==> config.mk <==
export PLATFORM = sky130hd
export DESIGN_NAME = hazard_control_unit_flat
export DESIGN_NICKNAME = d
export VERILOG_FILES = /design/src/rtl/hazard_control_unit_pkg.sv /design/src/rtl/hazard_control_unit_if.sv /design/src/rtl/hazard_control_unit_fwd.sv /design/src/rtl/hazard_control_unit.sv /design/src/flat_wrapper.sv
export SDC_FILE = /design/constraint.sdc
export NUM_CORES = 1
export LEC_CHECK = 0
export ABC_AREA = 0
export BUFFER_PORTS_ARGS = -buffer_cell sky130_fd_sc_hd__buf_2
export CORE_UTILIZATION = 45
export DETAILED_ROUTE_END_ITERATION = 6
export PLACE_DENSITY_LB_ADDON = 0.25
export SYNTH_ARGS = -nofsm -noshare
export SYNTH_HDL_FRONTEND = slang
export SYNTH_SLANG_ARGS = --single-unit
==> constraint.sdc <==
create_clock -name clk -period 2.4 [get_ports clk]
set_input_delay 0.12 -clock clk [delete_from_list [all_inputs] [get_ports clk]]
set_output_delay 0.12 -clock clk [all_outputs]
set_load 0.005 [all_outputs]
==> src/rtl/hazard_control_unit_pkg.sv <==
// Shared pipeline types for the hazard controller: forward-select encodings,
// controller FSM states and register-index width.
package pipeline_pkg;

  localparam int REG_W   = 5;
  localparam int NUM_OPS = 2;

  typedef enum logic [1:0] {
    FWD_REG = 2'b00,
    FWD_WB  = 2'b01,
    FWD_MEM = 2'b10
  } fwd_sel_e;

  typedef enum logic {
    ST_RUN      = 1'b0,
    ST_MEM_WAIT = 1'b1
  } hcu_state_e;

  // Register x0 is hardwired zero and never a real dependency.
  function automatic logic reg_hit(input logic [REG_W-1:0] dst,
                                   input logic [REG_W-1:0] src);
    return (dst != '0) && (dst == src);
  endfunction

endpackage

==> src/rtl/hazard_control_unit_if.sv <==
// Stage-register fields in, stage enables / flushes / forward selects out.
// master = pipeline datapath side, slave = hazard controller side.
interface hazard_control_unit_if #(
  parameter int CNT_W = 32
) ();

  logic [pipeline_pkg::REG_W-1:0] id_rs1, id_rs2;
  logic                           id_uses_rs1, id_uses_rs2;
  logic [pipeline_pkg::REG_W-1:0] ex_rs1, ex_rs2, ex_rd;
  logic                           ex_mem_read;
  logic                           ex_branch_taken;
  logic [pipeline_pkg::REG_W-1:0] mem_rd;
  logic                           mem_reg_write;
  logic                           mem_access;
  logic                           dmem_ready;
  logic [pipeline_pkg::REG_W-1:0] wb_rd;
  logic                           wb_reg_write;

  logic                           pc_write, if_id_write;
  logic                           id_ex_write, ex_mem_write, mem_wb_write;
  logic                           if_id_flush, id_ex_flush;
  pipeline_pkg::fwd_sel_e         forward_a, forward_b;
  logic                           mem_timeout;
  logic [CNT_W-1:0]               stall_count, flush_count;

  modport master (
    output id_rs1, id_rs2, id_uses_rs1, id_uses_rs2,
    output ex_rs1, ex_rs2, ex_rd, ex_mem_read, ex_branch_taken,
    output mem_rd, mem_reg_write, mem_access, dmem_ready,
    output wb_rd, wb_reg_write,
    input  pc_write, if_id_write, id_ex_write, ex_mem_write, mem_wb_write,
    input  if_id_flush, id_ex_flush, forward_a, forward_b,
    input  mem_timeout, stall_count, flush_count
  );

  modport slave (
    input  id_rs1, id_rs2, id_uses_rs1, id_uses_rs2,
    input  ex_rs1, ex_rs2, ex_rd, ex_mem_read, ex_branch_taken,
    input  mem_rd, mem_reg_write, mem_access, dmem_ready,
    input  wb_rd, wb_reg_write,
    output pc_write, if_id_write, id_ex_write, ex_mem_write, mem_wb_write,
    output if_id_flush, id_ex_flush, forward_a, forward_b,
    output mem_timeout, stall_count, flush_count
  );

endinterface

==> src/rtl/hazard_control_unit_fwd.sv <==
// Per-operand EX forwarding select; the younger EX/MEM result shadows MEM/WB.
module forwarding_unit
  import pipeline_pkg::*;
(
  input  logic [REG_W-1:0] i_ex_rs,
  input  logic [REG_W-1:0] i_mem_rd,
  input  logic             i_mem_reg_write,
  input  logic [REG_W-1:0] i_wb_rd,
  input  logic             i_wb_reg_write,
  output fwd_sel_e         o_sel
);

  always_comb begin
    o_sel = FWD_REG;
    if (i_mem_reg_write && reg_hit(i_mem_rd, i_ex_rs))
      o_sel = FWD_MEM;
    else if (i_wb_reg_write && reg_hit(i_wb_rd, i_ex_rs))
      o_sel = FWD_WB;
  end

endmodule

==> src/rtl/hazard_control_unit.sv <==
// Stall / flush / forwarding controller for the five-stage pipeline, with a
// data-memory wait watchdog and stall/flush performance counters.
module hazard_control_unit
  import pipeline_pkg::*;
#(
  parameter int MEM_TIMEOUT = 255,
  parameter int CNT_W       = 32
) (
  input  logic                 clk,
  input  logic                 reset,
  hazard_control_unit_if.slave hif
);

  localparam int                WC_W   = $clog2(MEM_TIMEOUT + 1);
  localparam logic [WC_W-1:0]   TO_MAX = WC_W'(MEM_TIMEOUT);

  hcu_state_e       r_state;
  logic [WC_W-1:0]  r_wait_cnt;
  logic             r_mem_timeout;
  logic [CNT_W-1:0] r_stall_cnt, r_flush_cnt;

  logic             w_wait, w_branch, w_load_use;
  logic             w_stall_cyc, w_flush_cyc;
  logic [WC_W-1:0]  w_cnt_nxt;

  logic [NUM_OPS-1:0][REG_W-1:0] w_ex_rs;
  fwd_sel_e                      w_fwd [NUM_OPS];

  // ---------------------------------------------------------------- decisions
  assign w_wait     = hif.mem_access && !hif.dmem_ready;
  assign w_branch   = hif.ex_branch_taken;
  assign w_load_use = hif.ex_mem_read &&
                      ((hif.id_uses_rs1 && reg_hit(hif.ex_rd, hif.id_rs1)) ||
                       (hif.id_uses_rs2 && reg_hit(hif.ex_rd, hif.id_rs2)));

  // A branch or load-use that coincides with a wait is deferred, not counted.
  assign w_stall_cyc = w_wait || (!w_branch && w_load_use);
  assign w_flush_cyc = !w_wait && w_branch;

  always_comb begin
    hif.pc_write     = 1'b1;
    hif.if_id_write  = 1'b1;
    hif.id_ex_write  = 1'b1;
    hif.ex_mem_write = 1'b1;
    hif.mem_wb_write = 1'b1;
    hif.if_id_flush  = 1'b0;
    hif.id_ex_flush  = 1'b0;
    if (reset) begin
      hif.pc_write     = 1'b0;
      hif.if_id_write  = 1'b0;
      hif.id_ex_write  = 1'b0;
      hif.ex_mem_write = 1'b0;
      hif.mem_wb_write = 1'b0;
      hif.if_id_flush  = 1'b1;
      hif.id_ex_flush  = 1'b1;
    end else if (w_wait) begin
      hif.pc_write     = 1'b0;
      hif.if_id_write  = 1'b0;
      hif.id_ex_write  = 1'b0;
      hif.ex_mem_write = 1'b0;
      hif.mem_wb_write = 1'b0;
    end else if (w_branch) begin
      hif.if_id_flush  = 1'b1;
      hif.id_ex_flush  = 1'b1;
    end else if (w_load_use) begin
      // Hold the consumer in ID and inject a bubble behind the load.
      hif.pc_write     = 1'b0;
      hif.if_id_write  = 1'b0;
      hif.id_ex_flush  = 1'b1;
    end
  end

  // --------------------------------------------------------------- forwarding
  assign w_ex_rs[0] = hif.ex_rs1;
  assign w_ex_rs[1] = hif.ex_rs2;

  for (genvar g = 0; g < NUM_OPS; g++) begin : g_fwd
    forwarding_unit u_fwd (
      .i_ex_rs         (w_ex_rs[g]),
      .i_mem_rd        (hif.mem_rd),
      .i_mem_reg_write (hif.mem_reg_write),
      .i_wb_rd         (hif.wb_rd),
      .i_wb_reg_write  (hif.wb_reg_write),
      .o_sel           (w_fwd[g])
    );
  end

  assign hif.forward_a = reset ? FWD_REG : w_fwd[0];
  assign hif.forward_b = reset ? FWD_REG : w_fwd[1];

  // --------------------------------------------------------- wait watchdog FSM
  // The counter holds the number of consecutive wait cycles seen so far, so
  // the cycle that enters MEM_WAIT already counts as the first.
  always_comb begin
    w_cnt_nxt = '0;
    unique case (r_state)
      ST_RUN:      if (w_wait) w_cnt_nxt = WC_W'(1);
      ST_MEM_WAIT: if (!hif.dmem_ready)
                     w_cnt_nxt = (r_wait_cnt == TO_MAX) ? TO_MAX
                                                        : r_wait_cnt + WC_W'(1);
      default:     w_cnt_nxt = '0;
    endcase
  end

  always_ff @(posedge clk) begin
    if (reset) begin
      r_state       <= ST_RUN;
      r_wait_cnt    <= '0;
      r_mem_timeout <= 1'b0;
      r_stall_cnt   <= '0;
      r_flush_cnt   <= '0;
    end else begin
      unique case (r_state)
        ST_RUN:      if (w_wait)          r_state <= ST_MEM_WAIT;
        ST_MEM_WAIT: if (hif.dmem_ready)  r_state <= ST_RUN;
        default:                          r_state <= ST_RUN;
      endcase
      r_wait_cnt <= w_cnt_nxt;
      if (w_wait && (w_cnt_nxt == TO_MAX)) r_mem_timeout <= 1'b1;
      if (w_stall_cyc) r_stall_cnt <= r_stall_cnt + CNT_W'(1);
      if (w_flush_cyc) r_flush_cnt <= r_flush_cnt + CNT_W'(1);
    end
  end

  assign hif.mem_timeout = r_mem_timeout;
  assign hif.stall_count = r_stall_cnt;
  assign hif.flush_count = r_flush_cnt;

endmodule

==> src/flat_wrapper.sv <==
// flat-port wrapper written by rule: the top's interface ports become plain ports
module hazard_control_unit_flat import pipeline_pkg::*;
#(
  parameter int MEM_TIMEOUT = 255,
  parameter int CNT_W       = 32
)
  (clk, reset, hif_id_rs1, hif_id_rs2, hif_id_uses_rs1, hif_id_uses_rs2, hif_ex_rs1, hif_ex_rs2, hif_ex_rd, hif_ex_mem_read, hif_ex_branch_taken, hif_mem_rd, hif_mem_reg_write, hif_mem_access, hif_dmem_ready, hif_wb_rd, hif_wb_reg_write, hif_pc_write, hif_if_id_write, hif_id_ex_write, hif_ex_mem_write, hif_mem_wb_write, hif_if_id_flush, hif_id_ex_flush, hif_forward_a, hif_forward_b, hif_mem_timeout, hif_stall_count, hif_flush_count);
  hazard_control_unit_if #(.CNT_W(CNT_W)) hif_i ();
  input  logic clk;
  input  logic reset;
  input wire logic [$bits(hif_i.id_rs1)-1:0] hif_id_rs1;
  input wire logic [$bits(hif_i.id_rs2)-1:0] hif_id_rs2;
  input wire logic [$bits(hif_i.id_uses_rs1)-1:0] hif_id_uses_rs1;
  input wire logic [$bits(hif_i.id_uses_rs2)-1:0] hif_id_uses_rs2;
  input wire logic [$bits(hif_i.ex_rs1)-1:0] hif_ex_rs1;
  input wire logic [$bits(hif_i.ex_rs2)-1:0] hif_ex_rs2;
  input wire logic [$bits(hif_i.ex_rd)-1:0] hif_ex_rd;
  input wire logic [$bits(hif_i.ex_mem_read)-1:0] hif_ex_mem_read;
  input wire logic [$bits(hif_i.ex_branch_taken)-1:0] hif_ex_branch_taken;
  input wire logic [$bits(hif_i.mem_rd)-1:0] hif_mem_rd;
  input wire logic [$bits(hif_i.mem_reg_write)-1:0] hif_mem_reg_write;
  input wire logic [$bits(hif_i.mem_access)-1:0] hif_mem_access;
  input wire logic [$bits(hif_i.dmem_ready)-1:0] hif_dmem_ready;
  input wire logic [$bits(hif_i.wb_rd)-1:0] hif_wb_rd;
  input wire logic [$bits(hif_i.wb_reg_write)-1:0] hif_wb_reg_write;
  output wire logic [$bits(hif_i.pc_write)-1:0] hif_pc_write;
  output wire logic [$bits(hif_i.if_id_write)-1:0] hif_if_id_write;
  output wire logic [$bits(hif_i.id_ex_write)-1:0] hif_id_ex_write;
  output wire logic [$bits(hif_i.ex_mem_write)-1:0] hif_ex_mem_write;
  output wire logic [$bits(hif_i.mem_wb_write)-1:0] hif_mem_wb_write;
  output wire logic [$bits(hif_i.if_id_flush)-1:0] hif_if_id_flush;
  output wire logic [$bits(hif_i.id_ex_flush)-1:0] hif_id_ex_flush;
  output wire logic [$bits(hif_i.forward_a)-1:0] hif_forward_a;
  output wire logic [$bits(hif_i.forward_b)-1:0] hif_forward_b;
  output wire logic [$bits(hif_i.mem_timeout)-1:0] hif_mem_timeout;
  output wire logic [$bits(hif_i.stall_count)-1:0] hif_stall_count;
  output wire logic [$bits(hif_i.flush_count)-1:0] hif_flush_count;
  assign hif_i.id_rs1 = hif_id_rs1;
  assign hif_i.id_rs2 = hif_id_rs2;
  assign hif_i.id_uses_rs1 = hif_id_uses_rs1;
  assign hif_i.id_uses_rs2 = hif_id_uses_rs2;
  assign hif_i.ex_rs1 = hif_ex_rs1;
  assign hif_i.ex_rs2 = hif_ex_rs2;
  assign hif_i.ex_rd = hif_ex_rd;
  assign hif_i.ex_mem_read = hif_ex_mem_read;
  assign hif_i.ex_branch_taken = hif_ex_branch_taken;
  assign hif_i.mem_rd = hif_mem_rd;
  assign hif_i.mem_reg_write = hif_mem_reg_write;
  assign hif_i.mem_access = hif_mem_access;
  assign hif_i.dmem_ready = hif_dmem_ready;
  assign hif_i.wb_rd = hif_wb_rd;
  assign hif_i.wb_reg_write = hif_wb_reg_write;
  assign hif_pc_write = hif_i.pc_write;
  assign hif_if_id_write = hif_i.if_id_write;
  assign hif_id_ex_write = hif_i.id_ex_write;
  assign hif_ex_mem_write = hif_i.ex_mem_write;
  assign hif_mem_wb_write = hif_i.mem_wb_write;
  assign hif_if_id_flush = hif_i.if_id_flush;
  assign hif_id_ex_flush = hif_i.id_ex_flush;
  assign hif_forward_a = hif_i.forward_a;
  assign hif_forward_b = hif_i.forward_b;
  assign hif_mem_timeout = hif_i.mem_timeout;
  assign hif_stall_count = hif_i.stall_count;
  assign hif_flush_count = hif_i.flush_count;
  hazard_control_unit #(.MEM_TIMEOUT(MEM_TIMEOUT), .CNT_W(CNT_W)) u_core (.clk(clk), .reset(reset), .hif(hif_i));
endmodule
==> impl_metrics.py, run 1 <==
metrics = {
    "clock_tree": {
        "cts.sinks": 74,
        "path_clk_slew_ns": 0.08,
        "cts-buffers-inserted": 9,
        "cts_root_buf": "sky130_fd_sc_hd__clkbuf_8",
        "clkLatencyLatePin_ns": 0.35,
        "cts_tree": "done",
        "post-cts-setup-buffer-count": 0,
        "clock_path_buffers": 2,
        "htreeDepth": 3,
    },
    "timing": {
        "worst_setup_slack_final_ns": 0.3361,
        "timing_worst_slew_pin_value_ns": 0.6820,
        "setup_viol": 0,
        "timing.max_slew.rel_slack": 0.5453,
        "layout_min_cycle_time_ns": 2.064,
        "hold_viol_final": 0,
        "fin_setup_tns_ns": 0,
        "worst_hold_slack_ns": 0.08630,
        "setup_repair_after_global_routing_missed_its_margin": "no",
        "final-max-slew-violation-count": 0,
        "fin_skew_ns": 0.01240,
        "timing.fmax_mhz": 484.5,
        "post-route-period-util": 0.8600,
    },
    "global_routing": {
        "largest_net_degree_at_the_start_of_global_routing": 65,
        "global_route.usage.total": 0.2146,
        "grt-ovfl-total": 0,
        "grt_antenna_before_repair": 0,
        "via_count_of_the_first_global_routing_pass": 3521,
        "grt_pass1_wl_um": 15680,
    },
    "die": {
        "die_height_um": 96.08,
        "std_cell_rows": 33,
        "top_level_ports": 121,
        "dieWidth_um": 96.08,
        "placeableCoreArea_mm2": 0.008382,
        "initial_standard_cell_utilization_of_the_core": 0.4751,
        "die_area_mm2": 0.009230,
    },
    "yosys": {
        "ys_flop_type": "sky130_fd_sc_hd__dfxtp_1",
        "synth_cell_type_count": 55,
        "postSynthRegisterBits": 74,
        "postSynthNetCount": 528,
        "postSynthCellCount": 480,
        "synthesis.area_mm2": 0.003983,
        "synth-edff-count": 0,
        "ys.warnings.count": 0,
        "yosysSeqAreaShare": 0.3720,
        "postSynth.asyncResetShare": 0,
        "postSynthAreaPerCell_um2": 8.297,
    },
    "worst_setup_path": {
        "critical_path_depth": 6,
        "path_max_fanout": 7,
        "cp-end-kind": "flop",
        "critical_path.startpoint_type": "flop",
        "cp_top_family": "simple AND/OR/NAND/NOR gates",
        "critPathArrivalTime_ns": 2.33,
        "critPathSlowestCell": "sky130_fd_sc_hd__or4_1",
        "cp_cell_sequence": "and4_2 -> nand4_2 -> nor4_4 -> nand3_1 -> or4_1 -> a21oi_1",
        "required_ns": 2.67,
        "r2r.worst_path.cells": 6,
        "critical-path-max-stage-delay_ns": 0.47,
        "critical_path.n_buffers_inverters": 0,
        "critPathKind": "reg -> reg",
    },
    "route": {
        "detail_route.first_pass.iterations": 5,
        "dr_vias": 3914,
        "drtIter0Drc": 119,
        "remaining_drc_errors": 0,
        "drt-vias-per-instance": 5.560,
        "postRouteAntennaNets": 0,
        "routed_wire_length_per_instance_um": 13.64,
        "finalWirelength_um": 9604,
    },
    "cells_and_area": {
        "fill_cells": 781,
        "mostFrequentLayoutCell": "sky130_fd_sc_hd__buf_2",
        "final_core_utilization": 0.5778,
        "final-instance-count-excl-fill": 704,
        "syn_to_layout_area_delta_pct": 21.61,
        "layout-drive-gt1-share": 0.2738,
        "final_net_count": 642,
        "layout.cell_area.non_filler_mm2": 0.004843,
        "antenna_cells_inserted": 0,
        "commonest_non_fill_non_tap_cells_in_the_layout": "sky130_fd_sc_hd__buf_2, sky130_fd_sc_hd__dfxtp_1, sky130_fd_sc_hd__nor2_1",
    },
    "run": {
        "drv_cap": 0,
    },
    "pwr": {
        "vdd_ir_drop_max_mv": 0.3309,
        "finalPower_mw": 2.388,
        "cellLeakagePower_nw": 1.884,
        "cellPowerDensity_mw_per_mm2": 493.1,
    },
    "hold_path": {
        "timing.hold.worst.class": "in -> reg",
        "min_delay_path_depth": 3,
    },
    "placement": {
        "post-place-cells": 688,
        "pre_cts_setup_slack_ns": 0.3446,
        "hpwlAfterDp_um": 6940,
        "portBuffers": 120,
        "placer_congestion_estimate": 0.9205,
        "dpl_cell_area_mm2": 0.004644,
    },
    "outcome": {
        "result_of_the_run": "completed",
    },
}
flip-flops by register name, summed over array words and instances (netlist names):
| name | flops |
|---|---|
| u_core.r_wait_cnt | 8 |
| u_core.r_state | 1 |
| u_core.hif.stall_count | 32 |
| u_core.hif.flush_count | 32 |
| u_core.hif.mem_timeout | 1 |
synth_stat cells (2+ instances only):
cell                       count  area [µm²]
sky130_fd_sc_hd__clkbuf_1     13       48.80
sky130_fd_sc_hd__or4b_1        4       40.04
sky130_fd_sc_hd__o31ai_1      14       105.1
sky130_fd_sc_hd__a211oi_1      2       15.01
sky130_fd_sc_hd__buf_2         2       10.01
sky130_fd_sc_hd__and4_1        4       35.03
sky130_fd_sc_hd__o21a_1        3       22.52
sky130_fd_sc_hd__ha_1          3       37.54
sky130_fd_sc_hd__nand2_1      42       157.7
sky130_fd_sc_hd__dfxtp_1      74        1481
sky130_fd_sc_hd__and3_1        5       31.28
sky130_fd_sc_hd__nor2_1       46       172.7
sky130_fd_sc_hd__nor2b_1       2       12.51
sky130_fd_sc_hd__and2_1        6       37.54
sky130_fd_sc_hd__o21ai_0      21       105.1
sky130_fd_sc_hd__inv_1        12       45.04
sky130_fd_sc_hd__a31oi_1       3       18.77
sky130_fd_sc_hd__xnor2_1      39       341.6
sky130_fd_sc_hd__nand3_1      21       105.1
sky130_fd_sc_hd__nor3_2        2       20.02
sky130_fd_sc_hd__nor3b_1       2       15.01
sky130_fd_sc_hd__nand4_1      17       106.4
sky130_fd_sc_hd__nor4_1        4       25.02
sky130_fd_sc_hd__and4_4        2       22.52
sky130_fd_sc_hd__buf_4         5       37.54
sky130_fd_sc_hd__xor2_1       22       192.7
sky130_fd_sc_hd__a21oi_1      42       210.2
sky130_fd_sc_hd__or3_1        17       106.4
sky130_fd_sc_hd__nor3_1       10       50.05
sky130_fd_sc_hd__or4_1        16       120.1
logic make-up (layout without fill, tap and decap cells):
family / after synthesis / in the layout / share of synthesized area
mux: 1 / 1 / 0.002513
simple gates: 213 / 213 / 0.3019
flops: 74 / 74 / 0.3720
buf+inv: 34 / 153 / 0.03927
xor+xnor: 61 / 61 / 0.1341
compound gates: 94 / 94 / 0.1407
fa+ha+maj: 3 / 3 / 0.009426
where the power goes:
part / internal, mW / switching, mW / leakage, nW
Combinational: 0.0855 / 0.0978 / 1.19
Clock: 0.478 / 0.484 / 0.0990
Sequential: 1.23 / 0.00858 / 0.597
tightest hold or removal path, delay by kind of cell:
| kind | cells | cell delay, ns |
|---|---|---|
| buffers and inverters | 2 | 0.17 |
| AO/OA/AOI/OAI | 1 | 0.11 |
layout make-up:
type                    instances  area [µm²]  area share
clock inverters                 7       70.07     0.01447
clock buffers                   9       123.9     0.02557
well taps                     105       131.4     0.02712
multi-input cells             372        2354      0.4859
inverters                      12       45.04    0.009300
repair buffers                125       638.1      0.1317
flip-flops and latches         74        1481      0.3059
what timing repair did:
action / 4_1_cts / 5_1_grt
setup endpoints to repair: 0 / 2
hold endpoints to repair: 0 / 0
hold buffers: 0 / 0
gates resized for setup: 0 / 1
path summary, 6_finish.rpt:
path | from | end | slack (ns)
setup / recovery | u_core.hif.stall_count[15] | u_core.hif.stall_count[29] | 0.34
hold / removal | hif_mem_access | u_core.r_state | 0.09
setup reg to reg | u_core.hif.stall_count[15] | u_core.hif.stall_count[29] | 0.34
hold reg to reg | u_core.r_state | u_core.r_wait_cnt[0] | 0.49
per-layer routing:
metal  vias up  global-route usage  wire [µm]
li1       1958                   -          -
met1      1810              0.2692       4348
met2       131              0.3652       4637
met3        15             0.03949        479
met4         0             0.07836        138
met5         -                   0          0
(Power assumes the default switching activity.)
==> run 2: changes to the inputs <==
--- a/config.mk
+++ b/config.mk
@@ -9,7 +9,10 @@
 export BUFFER_PORTS_ARGS = -buffer_cell sky130_fd_sc_hd__buf_2
 export CORE_UTILIZATION = 45
 export DETAILED_ROUTE_END_ITERATION = 6
+export HOLD_SLACK_MARGIN = 0.03
 export PLACE_DENSITY_LB_ADDON = 0.25
+export SLEW_MARGIN = 0
 export SYNTH_ARGS = -nofsm -noshare
 export SYNTH_HDL_FRONTEND = slang
+export SYNTH_HIERARCHICAL = 1
 export SYNTH_SLANG_ARGS = --single-unit
==> run 2 against run 1 <==
Synthesized cell count grew 2.9%. Routed wire length grew 12%. First-iteration DRC count up 120%. Register-to-register slack got worse by 0.23 ns. Die area is 1.7% higher. Critical path depth increased by 1. Sequential share of layout area shrank 1.4 points. Global-route usage increased by 1.2 points. Non-clock buffer count increased by 14. Largest cell class unchanged. Sequential cell count did not move. Count of clock-buffer cells in the layout increased by 3. Via count grew 6.3%.
==> impl_metrics.py, run 2 <==
metrics = {
    "worst_setup_path": {
        "critical_path.reg2reg.startpoint": "u_core/hif.stall_count[16]",
        "critical_path.startpoint_type": "flop",
        "critical_path.reg2reg.endpoint": "u_core/hif.stall_count[26]",
        "r2r.worst_path.cells": 7,
        "path_max_fanout": 6,
        "cp-end-kind": "flop",
        "critPathKind": "reg -> reg",
        "critPathCapture": "u_core/hif.stall_count[26]",
        "setup_crit_start": "u_core/hif.stall_count[16]",
        "critPathArrivalTime_ns": 2.57,
        "required_ns": 2.67,
        "ff2ff_setup_slack_ns": 0.11,
    },
    "clock_tree": {
        "cts_tree": "done",
        "htreeDepth": 3,
        "cts_root_buf": "sky130_fd_sc_hd__clkbuf_8",
        "cts-buffers-inserted": 9,
        "clock_path_buffers": 2,
        "path_clk_slew_ns": 0.08,
        "cts.sinks": 74,
        "clkLatencyLatePin_ns": 0.35,
        "holdBufCountCts": 0,
    },
    "placement": {
        "pre_cts_setup_slack_ns": 0.06424,
        "placer_congestion_estimate": 0.8418,
        "hpwlAfterDp_um": 7735,
        "portBuffers": 120,
        "post-place-cells": 715,
        "dpl_cell_area_mm2": 0.004810,
    },
    "timing": {
        "worst_setup_slack_final_ns": 0.1075,
        "worst_hold_slack_ns": 0.04881,
        "timing_worst_slew_pin_value_ns": 0.8273,
        "fin_skew_ns": 0.01183,
        "layout_min_cycle_time_ns": 2.293,
        "fin_setup_tns_ns": 0,
        "timing.fmax_mhz": 436.2,
        "timing.max_slew.rel_slack": 0.4434,
        "post-route-period-util": 0.9552,
        "final-max-slew-violation-count": 0,
        "setup_viol": 0,
        "hold_viol_final": 0,
    },
    "route": {
        "routed_wire_length_per_instance_um": 14.60,
        "drt-vias-per-instance": 5.666,
        "remaining_drc_errors": 0,
        "detail_route.first_pass.iterations": 6,
        "finalWirelength_um": 10720,
        "postRouteAntennaNets": 0,
        "drtIter0Drc": 257,
        "dr_vias": 4159,
    },
    "cells_and_area": {
        "antenna_cells_inserted": 0,
        "layout.cell_area.non_filler_mm2": 0.005086,
        "commonest_non_fill_non_tap_cells_in_the_layout": "sky130_fd_sc_hd__buf_2, sky130_fd_sc_hd__dfxtp_1, sky130_fd_sc_hd__nor2_1",
        "multiInputGateArea_mm2": 0.002415,
        "final_core_utilization": 0.5832,
        "mostFrequentLayoutCell": "sky130_fd_sc_hd__buf_2",
        "syn_to_layout_area_delta_pct": 25.50,
        "layout-drive-gt1-share": 0.2668,
        "final-instance-count-excl-fill": 734,
        "final_net_count": 669,
        "fill_cells": 804,
        "register_area_mm2": 0.001483,
    },
    "global_routing": {
        "grt_pass1_wl_um": 17770,
        "global_route.usage.total": 0.2271,
        "grt-ovfl-total": 0,
        "via_count_of_the_first_global_routing_pass": 3781,
        "grt_antenna_before_repair": 0,
        "largest_net_degree_at_the_start_of_global_routing": 52,
    },
    "hold_path": {
        "hold_start": "hif_mem_access",
        "timing.hold.worst.class": "in -> reg",
    },
    "yosys": {
        "synth-edff-count": 0,
        "top_cells_by_instance_count_after_synthesis": "sky130_fd_sc_hd__dfxtp_1, sky130_fd_sc_hd__nor2_1, sky130_fd_sc_hd__a21oi_1",
        "synth_top_cells_by_area": "sky130_fd_sc_hd__dfxtp_1, sky130_fd_sc_hd__xor2_1, sky130_fd_sc_hd__a21oi_1",
        "postSynthCellCount": 494,
        "ys.warnings.count": 6,
        "most_repeated_cell_in_the_gate_level_netlist_after_synthesis": "sky130_fd_sc_hd__dfxtp_1",
        "postSynthRegisterBits": 74,
        "synthesis.area_mm2": 0.004053,
        "post-synth-top-area-fraction": 0.3655,
        "yosysSeqAreaShare": 0.3655,
        "postSynthAreaPerCell_um2": 8.204,
        "postSynthNetCount": 542,
        "synth_largest_area_cell": "sky130_fd_sc_hd__dfxtp_1",
        "synth_cell_type_count": 50,
        "postSynth.asyncResetShare": 0,
        "ys_flop_type": "sky130_fd_sc_hd__dfxtp_1",
    },
    "die": {
        "initial_standard_cell_utilization_of_the_core": 0.4647,
        "std_cell_rows": 34,
        "die_area_mm2": 0.009390,
        "top_level_ports": 121,
        "dieWidth_um": 96.90,
        "die_height_um": 96.90,
        "placeableCoreArea_mm2": 0.008721,
    },
    "pwr": {
        "cellPowerDensity_mw_per_mm2": 524.3,
        "finalPower_mw": 2.667,
        "vdd_ir_drop_max_mv": 0.3506,
        "cellLeakagePower_nw": 2.030,
    },
    "outcome": {
        "result_of_the_run": "completed",
    },
    "run": {
        "drv_cap": 0,
    },
}
## run 2: how the worst min path moves through the flow
stage | end | slack [ns] | depth (start not counted)
floorplan | u_core/r_state | 0.25 | 1
CTS | u_core/r_state | 0.03 | 2
detailed placement | u_core/r_state | 0.40 | 2
global placement | u_core/r_state | 0.39 | 2
global route | u_core/r_state | 0.05 | 2
finish | u_core/r_state | 0.05 | 2
## run 2: per-layer routing
layer | wire (µm) | part of all wire | vias to the layer above | global-route usage
met3 | 538 | 0.050 | 12 | 0.03829
li1 | - | - | 2063 | -
met1 | 4936 | 0.46 | 1963 | 0.2978
met5 | 0 | 0 | - | 0
met4 | 167 | 0.016 | 0 | 0.08152
met2 | 5078 | 0.47 | 121 | 0.3749
## run 2: cell type report
class	instances	area share
well taps	108	0.02657
clock buffers	12	0.03050
inverters	12	0.008856
flip-flops and latches	74	0.2915
multi-input cells	385	0.4748
clock inverters	4	0.01919
repair buffers	139	0.1486
## run 2: worst max-delay path, cell delays in order, from the launching register on
cell,delay [ns]
sky130_fd_sc_hd__dfxtp_1,0.42
sky130_fd_sc_hd__nand4_1,0.20
sky130_fd_sc_hd__nor4_4,0.41
sky130_fd_sc_hd__buf_4,0.17
sky130_fd_sc_hd__nand3_1,0.15
sky130_fd_sc_hd__or3_1,0.41
sky130_fd_sc_hd__or3_1,0.32
sky130_fd_sc_hd__a21oi_1,0.14
## run 2: repair_timing
action / 4_1_cts / 5_1_grt
setup buffers: 0 / 3
endpoints found under the setup margin: 0 / 3
resized for setup: 0 / 2
## run 2: kinds of logic after synthesis
family	after synthesis	share of synthesized area
buf+inv	35	0.03859
mux	1	0.002470
xor+xnor	56	0.1210
simple gates	222	0.3010
flops	74	0.3655
fa+ha+maj	3	0.009263
compound gates	103	0.1621
## run 2: where the power goes
part | total (mW) | switching [mW] | leakage, nW | internal [mW]
logic | 0.206 | 0.118 | 1.31 | 0.0882
clock network | 1.22 | 0.470 | 0.123 | 0.749
registers | 1.24 | 0.00770 | 0.597 | 1.23
total | 2.67 | 0.596 | 2.03 | 2.07
==> run 3: changes to the inputs <==
--- a/config.mk
+++ b/config.mk
@@ -7,7 +7,7 @@
 export LEC_CHECK = 0
 export ABC_AREA = 0
 export BUFFER_PORTS_ARGS = -buffer_cell sky130_fd_sc_hd__buf_2
-export CORE_UTILIZATION = 45
+export CORE_UTILIZATION = 52
 export DETAILED_ROUTE_END_ITERATION = 6
 export HOLD_SLACK_MARGIN = 0.03
 export PLACE_DENSITY_LB_ADDON = 0.25
==> run 3 against run 2 <==
Critical path type unchanged. Combinational power hardly changed. Hold slack better by 0.027 ns. Global-route usage is 3.6 points higher. Critical path depth is 1 lower. Sequential power hardly changed. Count of clock-buffer cells in the layout is 2 lower.
==> impl_metrics.py, run 3 (synthesis gave the netlist of run 2 again) <==
metrics = {
    "die": {
        "placeableCoreArea_mm2": 0.007408,
        "std_cell_rows": 31,
        "top_level_ports": 121,
        "initial_standard_cell_utilization_of_the_core": 0.5470,
        "dieWidth_um": 90.28,
        "die_area_mm2": 0.008150,
        "die_height_um": 90.28,
    },
    "timing": {
        "timing_worst_slew_pin_value_ns": 0.4131,
        "fin_skew_ns": 0.01249,
        "worst_hold_slack_ns": 0.07591,
        "setup_repair_after_global_routing_missed_its_margin": "no",
        "timing.max_slew.rel_slack": 0.7246,
        "final-max-slew-violation-count": 0,
        "post-route-period-util": 0.9371,
        "setup_viol": 0,
        "fin_setup_tns_ns": 0,
        "hold_viol_final": 0,
        "timing.fmax_mhz": 444.6,
        "layout_min_cycle_time_ns": 2.249,
    },
    "global_routing": {
        "largest_net_degree_at_the_start_of_global_routing": 52,
        "global_route.usage.total": 0.2632,
        "via_count_of_the_first_global_routing_pass": 3948,
        "grt-ovfl-total": 0,
        "grt_pass1_wl_um": 17770,
        "grt_antenna_before_repair": 0,
    },
    "cells_and_area": {
        "layout-drive-gt1-share": 0.2660,
        "commonest_non_fill_non_tap_cells_in_the_layout": "sky130_fd_sc_hd__buf_2, sky130_fd_sc_hd__dfxtp_1, sky130_fd_sc_hd__nor2_1",
        "syn_to_layout_area_delta_pct": 24.33,
        "multiInputGateArea_mm2": 0.002420,
        "mostFrequentLayoutCell": "sky130_fd_sc_hd__buf_2",
        "antenna_cells_inserted": 0,
        "final-instance-count-excl-fill": 723,
        "final_net_count": 668,
        "register_area_mm2": 0.001483,
        "fill_cells": 639,
    },
    "route": {
        "remaining_drc_errors": 0,
        "drt-vias-per-instance": 5.721,
        "finalWirelength_um": 10590,
        "drtIter0Drc": 246,
        "dr_vias": 4136,
        "routed_wire_length_per_instance_um": 14.65,
        "postRouteAntennaNets": 0,
        "detail_route.first_pass.iterations": 4,
    },
    "pwr": {
        "cellLeakagePower_nw": 2.013,
        "vdd_ir_drop_max_mv": 0.3009,
        "cellPowerDensity_mw_per_mm2": 498.2,
        "finalPower_mw": 2.510,
    },
    "worst_setup_path": {
        "path_max_fanout": 6,
        "ff2ff_setup_slack_ns": 0.15,
        "critPathCapture": "u_core/hif.stall_count[31]",
        "required_ns": 2.67,
        "r2r.worst_path.cells": 6,
        "setup_crit_start": "u_core/hif.stall_count[17]",
        "critical_path.reg2reg.endpoint": "u_core/hif.stall_count[31]",
        "critPathKind": "reg -> reg",
        "critPathArrivalTime_ns": 2.52,
        "critical_path.startpoint_type": "flop",
        "cp-end-kind": "flop",
        "critical_path.reg2reg.startpoint": "u_core/hif.stall_count[17]",
    },
    "clock_tree": {
        "path_clk_slew_ns": 0.08,
        "htreeDepth": 3,
        "cts-buffers-inserted": 9,
        "cts_tree": "done",
        "clkLatencyLatePin_ns": 0.34,
        "cts.sinks": 74,
        "clock_path_buffers": 2,
        "cts_root_buf": "sky130_fd_sc_hd__clkbuf_8",
    },
    "placement": {
        "hpwlAfterDp_um": 7557,
        "placer_congestion_estimate": 0.8894,
        "post-place-cells": 706,
        "portBuffers": 120,
    },
    "hold_path": {
        "timing.hold.worst.class": "in -> reg",
    },
    "outcome": {
        "result_of_the_run": "completed",
    },
    "run": {
        "drv_cap": 0,
    },
}
## run 3: area by class of cell
type / count / share of cell area
clock inverter: 5 / 0.01564
inverter: 12 / 0.008940
sequential: 74 / 0.2943
multi-input combinational: 385 / 0.4803
timing repair buffer: 138 / 0.1490
clock buffer: 10 / 0.02732
tap: 99 / 0.02458
## run 3: worst max-delay path, stage by stage (launching register included)
cell and delay (ns):
sky130_fd_sc_hd__dfxtp_1 0.41, sky130_fd_sc_hd__nand4_1 0.20, sky130_fd_sc_hd__nor4_4 0.44, sky130_fd_sc_hd__nand3_2 0.17
sky130_fd_sc_hd__or2_1 0.32, sky130_fd_sc_hd__or4_1 0.48, sky130_fd_sc_hd__a21oi_1 0.16
## run 3: metal layers
metal | GRT usage | share of wire | vias to the layer above
li1 | - | - | 2045
met1 | 0.3252 | 0.44 | 1921
met2 | 0.4268 | 0.47 | 148
met3 | 0.07407 | 0.070 | 22
met4 | 0.1169 | 0.020 | 0
met5 | 0 | 0 | -
## run 3: metrics by stage
step / setup WS (ns) / utilization / instance area (µm²)
6_report: 0.1509 / 0.6801 / 5039
5_1_grt: 0.009468 / 0.6801 / 5039
4_1_cts: 0.06882 / 0.6783 / 5025
3_5_place_dp: 0.08510 / 0.6477 / 4798
3_3_place_gp: 0.1982 / 0.6477 / 4798
2_1_floorplan: 0.3316 / - / 4053
## run 3: how the worst min path moves through the flow
stage               cells past startpoint  slack, ns            from              to
global placement                        2       0.36  hif_mem_access  u_core/r_state
floorplan                               1       0.25  hif_mem_access  u_core/r_state
CTS                                     3       0.06  hif_dmem_ready  u_core/r_state
detailed placement                      2       0.37  hif_mem_access  u_core/r_state
global route                            3       0.07  hif_dmem_ready  u_core/r_state
finish                                  3       0.08  hif_dmem_ready  u_core/r_state
## run 3: power by group
group	total [mW]	internal (mW)	switching (mW)	leakage, nW
Sequential	1.24	1.23	0.00864	0.597
Clock	1.06	0.607	0.454	0.112
Combinational	0.207	0.0890	0.118	1.30
Total	2.51	1.93	0.581	2.01
## run 3: timing repair
action,4_1_cts,5_1_grt
hold endpoints to repair,1,0
gates resized for setup,0,3
hold buffers,1,0
endpoints found under the setup margin,0,4
setup buffers,0,1
